**src/rtl/serial_link_pkg.sv**
```systemverilog
// ============================================================================
// Module      : serial_link_pkg
// Description : Shared types and constants for the serial debug/IO link.
// Revision    : 1.0 - initial release
// ============================================================================
`default_nettype none

package serial_link_pkg;

    typedef enum logic [1:0] {
        IDLE   = 2'd0,
        DATA   = 2'd1,
        PARITY = 2'd2,
        STOP   = 2'd3
    } rx_state_t;

    localparam int   DEFAULT_DATA_W = 8;
    localparam logic PARITY_EVEN    = 1'b0;
    localparam logic PARITY_ODD     = 1'b1;

endpackage

`default_nettype wire

```
**src/rtl/serial_parity_rx_parity_accum.sv**
```systemverilog
// ============================================================================
// Module      : parity_accum
// Description : 1-bit XOR accumulator with synchronous clear and enable.
// Revision    : 1.0 - initial release
// ============================================================================
`default_nettype none

module parity_accum (
    input  logic clk,
    input  logic reset_n,
    input  logic clr,
    input  logic en,
    input  logic din,
    output logic acc
);

    logic r_acc;

    always_ff @(posedge clk or negedge reset_n) begin
        if (!reset_n) begin
            r_acc <= 1'b0;
        end else if (clr) begin
            r_acc <= 1'b0;
        end else if (en) begin
            r_acc <= r_acc ^ din;
        end
    end

    assign acc = r_acc;

endmodule

`default_nettype wire

```
**src/rtl/serial_parity_rx.sv**
```systemverilog
// ============================================================================
// Module      : serial_parity_rx
// Description : Strobe-sampled serial receiver with parity/frame checking and
//               a valid/ready output. SERIAL_PARITY_ODD_EN selects odd parity.
// Revision    : 1.0 - initial release
// ============================================================================
`default_nettype none

module serial_parity_rx
    import serial_link_pkg::*;
#(
    parameter int DATA_W = DEFAULT_DATA_W
) (
    input  logic              clk,
    input  logic              reset_n,
    input  logic              rx,
    input  logic              bit_en,
    output logic [DATA_W-1:0] out_data,
    output logic              out_valid,
    input  logic              out_ready,
    output logic              parity_err,
    output logic              frame_err,
    output logic              overrun
);

    localparam int CNT_W = (DATA_W > 1) ? $clog2(DATA_W) : 1;
    localparam logic [CNT_W-1:0] c_last_idx = CNT_W'(DATA_W - 1);
`ifdef SERIAL_PARITY_ODD_EN
    localparam logic c_expect = PARITY_ODD;
`else
    localparam logic c_expect = PARITY_EVEN;
`endif

    rx_state_t         r_state;
    rx_state_t         w_state_nxt;
    logic [CNT_W-1:0]  r_cnt;
    logic [DATA_W-1:0] r_shift;
    logic              w_start;
    logic              w_data_smp;
    logic              w_acc_en;
    logic              w_stop_smp;
    logic              w_par_acc;
    logic              w_can_load;
    logic              w_accept;

    logic [DATA_W-1:0] r_out_data;
    logic              r_out_valid;
    logic              r_parity_err;
    logic              r_frame_err;
    logic              r_overrun;

    always_ff @(posedge clk or negedge reset_n) begin
        if (!reset_n) begin
            r_state <= IDLE;
        end else begin
            r_state <= w_state_nxt;
        end
    end

    always_comb begin
        w_state_nxt = r_state;
        w_start     = 1'b0;
        w_data_smp  = 1'b0;
        w_acc_en    = 1'b0;
        w_stop_smp  = 1'b0;
        if (bit_en) begin
            case (r_state)
                IDLE: begin
                    if (!rx) begin
                        w_start     = 1'b1;
                        w_state_nxt = DATA;
                    end
                end
                DATA: begin
                    w_data_smp = 1'b1;
                    w_acc_en   = 1'b1;
                    if (r_cnt == c_last_idx) begin
                        w_state_nxt = PARITY;
                    end
                end
                PARITY: begin
                    // Folding the parity bit into the accumulator leaves the
                    // error flag as a single XOR against the expected sense.
                    w_acc_en    = 1'b1;
                    w_state_nxt = STOP;
                end
                STOP: begin
                    w_stop_smp  = 1'b1;
                    w_state_nxt = IDLE;
                end
                default: begin
                    w_state_nxt = IDLE;
                end
            endcase
        end
    end

    always_ff @(posedge clk or negedge reset_n) begin
        if (!reset_n) begin
            r_cnt   <= '0;
            r_shift <= '0;
        end else if (w_start) begin
            r_cnt <= '0;
        end else if (w_data_smp) begin
            r_shift[r_cnt] <= rx;
            r_cnt          <= r_cnt + 1'b1;
        end
    end

    parity_accum u_parity_accum (
        .clk     (clk),
        .reset_n (reset_n),
        .clr     (w_start),
        .en      (w_acc_en),
        .din     (rx),
        .acc     (w_par_acc)
    );

    assign w_accept   = r_out_valid & out_ready;
    assign w_can_load = ~r_out_valid | out_ready;

    // A commit that coincides with an accept loads the new word and also
    // clears overrun, since the stale word has just been consumed.
    always_ff @(posedge clk or negedge reset_n) begin
        if (!reset_n) begin
            r_out_data   <= '0;
            r_out_valid  <= 1'b0;
            r_parity_err <= 1'b0;
            r_frame_err  <= 1'b0;
            r_overrun    <= 1'b0;
        end else begin
            if (w_stop_smp && w_can_load) begin
                r_out_data   <= r_shift;
                r_parity_err <= w_par_acc ^ c_expect;
                r_frame_err  <= ~rx;
                r_out_valid  <= 1'b1;
            end else if (w_stop_smp) begin
                r_overrun <= 1'b1;
            end else if (w_accept) begin
                r_out_valid <= 1'b0;
            end
            if (w_accept) begin
                r_overrun <= 1'b0;
            end
        end
    end

    assign out_data   = r_out_data;
    assign out_valid  = r_out_valid;
    assign parity_err = r_parity_err;
    assign frame_err  = r_frame_err;
    assign overrun    = r_overrun;

endmodule

`default_nettype wire

```
**config.mk**
```make
export PLATFORM = sky130hd
export DESIGN_NAME = serial_parity_rx
export DESIGN_NICKNAME = d
export VERILOG_FILES = /design/src/rtl/serial_link_pkg.sv /design/src/rtl/serial_parity_rx_parity_accum.sv /design/src/rtl/serial_parity_rx.sv
export SDC_FILE = /design/constraint.sdc
export NUM_CORES = 1
export LEC_CHECK = 0
export CORE_AREA = 2 2 51 53
export DETAILED_ROUTE_END_ITERATION = 16
export DIE_AREA = 0 0 53 55
export DONT_BUFFER_PORTS = 1
export PLACE_DENSITY = 0.71
export SYNTH_ARGS = -nofsm -noshare
export SYNTH_HDL_FRONTEND = slang
export SYNTH_SLANG_ARGS = --single-unit
```
**constraint.sdc**
```tcl
create_clock -name clk -period 2 [get_ports clk]
set_input_delay 0.4 -clock clk [delete_from_list [all_inputs] [get_ports clk]]
set_output_delay 0.4 -clock clk [all_outputs]
set_load 0.02 [all_outputs]
```
Yosys cells after proc, flatten, opt, wreduce, memory -nomap -nowiden

Cells that the tools add are included.

Bits in latches: 0
Memories kept: 0
Bits of input ports: 5
Bits in writable memories: 0
Memory bits (read-only): 0
Register bits: 26
Output and inout bits: 12
Logic and storage cells: 63

Multipliers: 0
Add/sub/neg operators: 1
Div/mod/pow operators: 0
Reduce and logical (&&, ||, !) cells: 12
Equal/unequal tests: 8
Shift operators: 0
Bitwise gates (word level): 6
Magnitude comparators: 2
Mux-type cells: 25

Operators by type and width:

| kind                  | count |
|---|---|
| $mux W1               | 18 |
| $bwmux W8             | 1 |
| $pmux W2 S4           | 1 |
| $reduce_bool A2 Y1    | 4 |
| $mux W3               | 2 |
| $ne A2 B2 Y1 const B  | 3 |
| $reduce_and A2 Y1     | 3 |
| $eq A2 B2 Y1 const B  | 2 |
| $lt A3 B4 Y1 const B  | 1 |
| $mux W2               | 2 |
| $add A3 B1 Y3 const B | 1 |
| $demux W1 S3          | 1 |
| $eq A3 B3 Y1 const B  | 1 |
| $ge A3 B1 Y1 const B  | 1 |
| $not A1 Y1            | 3 |
| $reduce_and A3 Y1     | 1 |
| $eq A2 B1 Y1 const B  | 1 |
| $logic_and A1 B1 Y1   | 2 |
| $logic_not A2 Y1      | 1 |
| $ne A2 B1 Y1 const B  | 1 |
| $reduce_or A2 Y1      | 1 |
| $and A1 B1 Y1         | 1 |
| $or A1 B1 Y1          | 1 |
| $xor A1 B1 Y1         | 1 |

Logic depth before layout (Yosys ltp)

Gate-level depths: netlist (run 1).

Depth in word-level cells: 6
Depth in mapped cells: 6
Mapped depth without buffers: 5

Hierarchy

A second synthesis (run 1) with hierarchy kept.

Cell total of the unflattened synthesis: 101
Area, all modules: 1,249.9 sq um

By module, submodules not included:

| module           | area each (sq um) | cells an instance | instances | sequential area each (sq um) |
|---|---|---|---|---|
| serial_parity_rx | 1,198.6           | 97                | 1         | 625.6 |
| parity_accum     | 51.3              | 4                 | 1         | 25.0 |

Worst setup path after synthesis (run 1)

Ideal clock, no wire load.

Path type: register to register
Start point: register r_state[0]
End point: register r_shift[3]
Cell stages (with the launch flop): 7
Path buffers: 1
Arrival: 1.499 ns
Clock period less this slack: 1.626 ns
Path slack: 0.374 ns
Required time: 1.872 ns
Setup time: 0.128 ns
Path through: dfrtp_1 > inv_1 > ha_1 > nor2b_1 > buf_6 > nor4_1 > mux2_1

Word-level cells in the longest chain between the ends: 5
Elaborated cells on any way between the ends: 8
Classes of those cells: 1 x eq/ne; 4 x mux; 1 x bitwise; 2 x reduce/logical

RTL lines:

| element                              | RTL line                | source |
|---|---|---|
| start, declared                      | serial_parity_rx.sv:34  | `rx_state_t r_state;` |
| start signal, assigned               | serial_parity_rx.sv:56  | `r_state <= w_state_nxt;` |
| $logic_not A2 Y1                     | serial_parity_rx.sv:67  | `case (r_state)` |
| $mux W1                              | serial_parity_rx.sv:67  |  |
| $mux W1                              | serial_parity_rx.sv:66  | `if (bit_en) begin` |
| $not A1 Y1 (no source line)          | --                      |  |
| $reduce_and A2 Y1 (no source line) * | --                      |  |
| end signal, assigned by index        | serial_parity_rx.sv:105 | `r_shift[r_cnt] <= rx;` |
| end, declared                        | serial_parity_rx.sv:37  | `logic [DATA_W-1:0] r_shift;` |

Mark *: on every way between the ends. The rest lies on a longest branch, timed or not.
A chain may end at the register's enable or synchronous reset.

Worst setup path after layout (run 1)

Start point: register r_state[1]
End point: register r_shift[3]

The elaborated chain is that of the path after synthesis.

==> metrics.md, run 1 <==
| Metric | Value |
|---|---|
| Status | `finished clean` |
| M2 GR Usage | `0.2958` |
| Number of I/O pins | `17` |
| Final hold viol count | `0` |
| Initial antenna violation count | `0` |
| Fin crit period | `roughly 1700 ps` |
| Worst Reg-to-Reg Cells | `5` |
| Peak VDD IR | `~0.9 mV` |
| Design area | `0.001334 mm2` |
| Simple-Gate Fraction of Synth Area | `0.1072` |
| Clk buf depth | `2` |
| WL final | `1.947 mm` |
| Yosys Warn Count | `0` |
| DR vias/cell | `5.552` |
| HP Start | `rx` |
| Number of global-route vias before repair | `794` |
| Dpl ws | `257.7 ps` |
| Post-route ant nets | `0` |
| Mapped Cells | `102` |
| Most frequent cells in the layout | `26 x dfrtp_1, 16 x mux2_2, 8 x inv_1` |
| Post-CTS setup buffer count | `0` |
| GRT overflow | `0` |
| Cell variety after synth | `29` |
| Tcrit/Tclk final | `0.8577` |
| Layer with the highest usage | `met2` |
| Fin. max-slew vios | `0` |
| Area after DPL | `0.001267 mm2` |
| Min-delay worst type | `in -> reg` |
| Worst path required time | `2210 ps` |
| Worst-Margin Slew | `447.0 ps` |
| Unrepaired setup endpoints after global routing | `false` |
| Overall Global Routing Usage | `0.1657` |
| CP Cell Sequence | `inv_1, ha_1, nand2_1, nor4_1, mux2_1` |
| Nets | `117` |
| Vias | `744` |
| Setup TNS | `0 ps` |
| Final design utilization | `0.5640` |
| Lkg Pwr | `approximately 0.62 nW` |
| FMAX | `0.5830 GHz` |
| Initial Util | `0.5328` |
| Share of cells above drive strength 1 | `0.2212` |
| Setup CP Type | `reg -> reg` |
| Mapped cell area | `0.001260 mm2` |
| CP Capture Type | `flop` |
| Synth Register Bits | `26` |
| Mux cell area share after synthesis | `0.1936` |
| Startpoint type of the worst setup path | `flop` |
| Slowest Stage Delay on Critical Path | `roughly 430 ps` |
| Adder-cell share of the synthesized area | `0.06951` |
| Post-synthesis xor/xnor area fraction | `0` |
| Synth-to-Final Area Change | `5.859%` |
| Clock Pin Slew Worst Setup and Hold Paths | `130 ps` |
| Syn nets | `114` |
| CTS Buf Count | `3` |
| Hold Buf Count CTS | `2` |
| TritonCTS clock tree | `done` |
| Met1 usage | `0.1916` |
| H-tree depth | `1` |
| Die height | `55 um` |
| Final GP Congestion | `0.7535` |
| Pwr per Cell Area | `1513 mW/mm2` |
| Diode count | `0` |
| Reg2reg start | `r_state[1]` |
| Pin count of the biggest net entering global routing | `27` |
| Final setup fails | `0` |
| Chip width | `roughly 53 um` |
| Relative slew margins | `0.7014` |
| Core area | `0.002365 mm2` |
| Met3 Use GR | `0.03495` |
| Routed wire per std cell | `14.53 um` |
| Remaining DRCs | `0` |
| Die area | `0.002915 mm2` |
| DR pass1 iterations | `4` |
| CTS root buffer | `clkbuf_4` |
| Internal reg-to-reg setup slack | `between 200 and 300 ps` |
| Hold depth | `1` |
| Row cnt | `18` |
| Sequential element share of the synthesized area | `0.5164` |
| Top cells by area, synth | `dfrtp_1 52%, mux2_2 14%, ha_1 7.0%, mux2_1 2.7%, mux2i_1 2.4%` |
| Initial DRC count | `6` |
| Crit Path Max Fanout | `6` |
| HPWL Detailed | `around 1.4 mm` |
| Commonest non-fill, non-tap cell in the layout | `dfrtp_1` |
| Syn Area/Cell | `approximately 12 um2` |
| Largest family of logic cells by synthesized area | `multiplexers` |
| Slowest CP cell | `dfrtp_1` |
| Reg2reg end | `r_shift[3]` |
| First-pass GRT wire length | `3.387 mm` |
| Synth top area share | `0.5164` |
| Sink Count | `26` |
| Worst skew pair latency | `about 310 ps` |
| Final worst slack | `284.6 ps` |
| Post-cts resize count | `0` |
| Setup Skew | `~3.6 ps` |
| Worst Path Arrival | `approximately 1900 ps` |
| Synth area leader | `dfrtp_1` |
| # Max-Cap Violations | `0` |
| Port bufs | `0` |
| Hold Path Sink | `frame_err` |
| Compound-Gate Fraction of Synth Area | `0.06554` |
[registers in the layout, summed over array words and instances (netlist names)]
| register | cells |
|---|---|
| frame_err | 1 |
| out_data | 8 |
| out_valid | 1 |
| overrun | 1 |
| parity_err | 1 |
| r_cnt | 3 |
| r_shift | 8 |
| r_state | 2 |
| u_parity_accum.acc | 1 |
[metrics by stage]
step,hold slack (ps),cells,power [mW]
global route,134.5,134,2.202
detailed placement,104.9,128,1.774
finish,162.2,134,2.018
CTS,151.2,134,2.046
global placement,105.1,128,1.727
floorplan,104.4,102,1.644
[routing by layer]
layer,wire length [um],up-vias
met3,72,4
li1,-,362
met1,851,369
met2,991,9
met4,32,0
met5,0,-
[kinds of logic after synthesis]
logic type,after synthesis
mux,22
compound gates,11
flops,26
fa+ha+maj,7
simple gates,24
buf+inv,12
[cell type report]
| type | instances | area [um2] |
|---|---|---|
| timing repair buffer | 2 | 30.03 |
| sequential | 26 | 650.6 |
| tap | 30 | 37.54 |
| multi-input combinational | 64 | 549.3 |
| fill | 208 | 1031 |
| inverter | 8 | 30.03 |
| clock buffer | 4 | 36.28 |
[report_power, final]
| part | switching, mW | internal [mW] |
|---|---|---|
| logic | 0.309 | 0.368 |
| clock network | 0.142 | 0.111 |
| registers | 0.327 | 0.761 |
[worst max-delay path by stage]
| stage | slack, ps | start | cells past startpoint | endpoint |
|---|---|---|---|---|
| global route | 130 | r_state[0] | 5 | r_shift[3] |
| floorplan | 370 | r_state[0] | 6 | r_shift[3] |
| finish | 280 | r_state[1] | 5 | r_shift[3] |
| detailed placement | 260 | r_state[0] | 5 | r_shift[3] |
| global placement | 370 | r_state[0] | 5 | r_shift[7] |
| CTS | 260 | r_state[0] | 5 | r_shift[3] |
[cells in the mapped netlist]
cell and n:
and2_1 1, dfrtp_1 26, a22o_1 1, buf_4 2, nand4_1 2, nor3b_1 2
mux2i_1 3, a31oi_1 1, nand3b_1 2, nand2_2 1, a21oi_1 1, a2bb2oi_1 2
o21ai_0 2, o22ai_1 3, nor2_1 2, or2b_1 1, clkbuf_1 1, nor4_1 2
nor3_1 2, inv_1 8, nand2_1 4, nand3_1 3, a21oi_4 1, ha_1 7
nor2b_1 1, mux2_2 16, mux2_1 3, nand2b_1 1, buf_6 1
[worst max-delay path: cells and delay by family, from the launching register on]
kind          cells  cell delay [ps]
fa+ha+maj         1              270
buf+inv           1              110
flops             1              430
mux               1              350
simple gates      2              450
Note: power is estimated with default switching activity, not from simulation.
==> inputs of run 2 (changes only) <==
==> constraint.sdc (replaced) <==
create_clock -name clk -period 1.9 [get_ports clk]
set_input_delay 0.38 -clock clk [delete_from_list [all_inputs] [get_ports clk]]
set_output_delay 0.38 -clock clk [all_outputs]
set_load 0.02 [all_outputs]
==> metrics.md, run 2 (synthesis gave the netlist of run 1 again) <==
| Metric | Value |
|---|---|
| Clk buf depth | `2 (unchanged)` |
| Most frequent cells in the layout | `26 x dfrtp_1, 16 x mux2_2, 8 x inv_1` |
| Initial Util | `0.5328 (unchanged)` |
| Die area | `0.002915 mm2 (unchanged)` |
| Share of cells above drive strength 1 | `0.2212 (unchanged)` |
| Worst-Margin Slew | `437.6 ps (-9.359 ps)` |
| Min Hold Slack | `126.5 ps (-35.68 ps)` |
| Startpoint type of the worst setup path | `flop` |
| Reg2reg start | `r_state[0]` |
| Sink Count | `26 (unchanged)` |
| Commonest non-fill, non-tap cell in the layout | `dfrtp_1` |
| CP top delay family | `simple AND/OR/NAND/NOR gates` |
| Crit Path Max Fanout | `7 (+1)` |
| H-tree depth | `1 (unchanged)` |
| Chip width | `53 um (unchanged)` |
| Min-delay worst type | `in -> reg` |
| Port bufs | `0 (unchanged)` |
| Design area | `0.001334 mm2 (unchanged)` |
| Core area | `0.002365 mm2 (unchanged)` |
| Number of I/O pins | `17 (unchanged)` |
| Initial antenna violation count | `0 (unchanged)` |
| Fin. max-slew vios | `0 (unchanged)` |
| CTS root buffer | `clkbuf_4` |
| GRT overflow | `0 (unchanged)` |
| Unrepaired setup endpoints after global routing | `false` |
| Status | `finished clean` |
| CP Cell Sequence | `inv_1, ha_1, nor2b_1, nor4_1, mux2_1` |
| Setup Skew | `5.892 ps (+2.304 ps)` |
| Post-CTS setup buffer count | `0 (unchanged)` |
| Setup TNS | `0 ps (unchanged)` |
| Worst Reg-to-Reg Cells | `5 (unchanged)` |
| Hold depth | `1 (unchanged)` |
| Hold Path Sink | `frame_err` |
| CTS Buf Count | `3 (unchanged)` |
| Peak VDD IR | `0.9324 mV (+4.7%)` |
| Remaining DRCs | `0 (unchanged)` |
| Lkg Pwr | `0.6198 nW (unchanged)` |
| Slowest Stage Delay on Critical Path | `410 ps (-20 ps)` |
| Row cnt | `18 (unchanged)` |
| Fin crit period | `1755 ps (+39.61 ps)` |
| Slowest CP cell | `dfrtp_1` |
| Diode count | `0 (unchanged)` |
| Die height | `55 um (unchanged)` |
| Worst path required time | `2120 ps (-90 ps)` |
| Pwr per Cell Area | `1605 mW/mm2 (+6.1%)` |
| WL final | `1.983 mm (+1.8%)` |
| Reg2reg end | `r_shift[7]` |
| Relative slew margins | `0.7077 (+0.006253)` |
| Vias | `736 (-1.1%)` |
| Buf/Inv on CP | `1 (unchanged)` |
| Synth-to-Final Area Change | `5.859% (unchanged)` |
| Routed wire per std cell | `14.80 um (+1.8%)` |
| Overall Global Routing Usage | `0.1650 (-0.0006821)` |
| HP Start | `rx` |
| Nets | `117 (unchanged)` |
| Number of global-route vias before repair | `773 (-2.6%)` |
| Final setup fails | `0 (unchanged)` |
| # Max-Cap Violations | `0 (unchanged)` |
| Post-cts resize count | `0 (unchanged)` |
| TritonCTS clock tree | `done` |
| HPWL Detailed | `1.409 mm (+0.87%)` |
| Hold Buf Count CTS | `2 (unchanged)` |
| CP Capture Type | `flop` |
| DR pass1 iterations | `1 (-3)` |
| Worst skew pair latency | `320 ps (about the same)` |
| Final GP Congestion | `0.7536 (about the same)` |
| Setup CP Type | `reg -> reg` |
| Tcrit/Tclk final | `0.9237 (+0.06599)` |
| DR vias/cell | `5.493 (-1.1%)` |
| Final design utilization | `0.5640 (unchanged)` |
| Worst Path Arrival | `1980 ps (+50 ps)` |
| Clock Pin Slew Worst Setup and Hold Paths | `140 ps (about the same)` |
| Pin count of the biggest net entering global routing | `27 (unchanged)` |
| First-pass GRT wire length | `3.415 mm (+0.83%)` |
| Internal reg-to-reg setup slack | `140 ps (-140 ps)` |
| Area after DPL | `0.001267 mm2 (unchanged)` |
| Final hold viol count | `0 (unchanged)` |
| FMAX | `0.5698 GHz (-2.3%)` |
| Post-route ant nets | `0 (unchanged)` |
| Initial DRC count | `0 (-6)` |
[run 2: cell type report]
cell class / instances / area [um2]
tap: 30 / 37.54
inverter: 8 / 30.03
fill: 209 / 1031
clock buffer: 4 / 36.28
sequential: 26 / 650.6
multi-input combinational: 64 / 549.3
timing repair buffer: 2 / 30.03
[run 2: where the power goes]
| part | internal (mW) | switching (mW) | total, mW |
|---|---|---|---|
| Combinational | 0.387 | 0.324 | 0.711 |
| Clock | 0.117 | 0.164 | 0.282 |
| Sequential | 0.801 | 0.347 | 1.15 |
[run 2: how the worst max path moves through the flow]
stage / start / end / slack, ps / cells after the start
2_1_floorplan: r_state[0] / r_shift[3] / 270 / 6
3_5_place_dp: r_state[0] / r_shift[7] / 160 / 5
3_3_place_gp: r_state[0] / r_shift[7] / 270 / 5
4_1_cts: r_state[0] / r_shift[7] / 160 / 5
6_report: r_state[0] / r_shift[7] / 140 / 5
5_1_grt: r_state[0] / r_shift[3] / 20 / 5
[run 2: layer usage]
layer | vias to the layer above | track usage | share of wire
met4 | 0 | 0.06410 | 0.010
met1 | 362 | 0.1983 | 0.45
li1 | 362 | - | -
met3 | 2 | 0.03226 | 0.038
met5 | - | 0 | 0
met2 | 10 | 0.2938 | 0.50
[run 2: through the flow]
step,power [mW],cells,setup slack (ps)
6_report,2.140,134,145.0
5_1_grt,2.329,134,18.12
4_1_cts,2.161,134,157.6
3_5_place_dp,1.871,128,158.0
3_3_place_gp,1.818,128,268.7
2_1_floorplan,1.731,102,273.6
==> inputs of run 3 (changes only) <==
==> constraint.sdc (replaced) <==
create_clock -name clk -period 2.2 [get_ports clk]
set_input_delay 0.44 -clock clk [delete_from_list [all_inputs] [get_ports clk]]
set_output_delay 0.44 -clock clk [all_outputs]
set_load 0.02 [all_outputs]
==> results of run 3 <==
Same layout as run 1 (identical final DEF). Status: finished clean.
Among the figures that moved: final weighted congestion in routability-driven placement 0.7535 -> 0.7534; setup slack after placement 257.7 ps -> 457.7 ps; setup slack after layout 284.6 ps -> 484.6 ps; hold slack 162.2 ps -> 202.2 ps; register-to-register setup slack 280 ps -> 480 ps; total power 2.018 mW -> 1.834 mW; worst IR drop on VDD 0.8902 mV -> 0.8092 mV
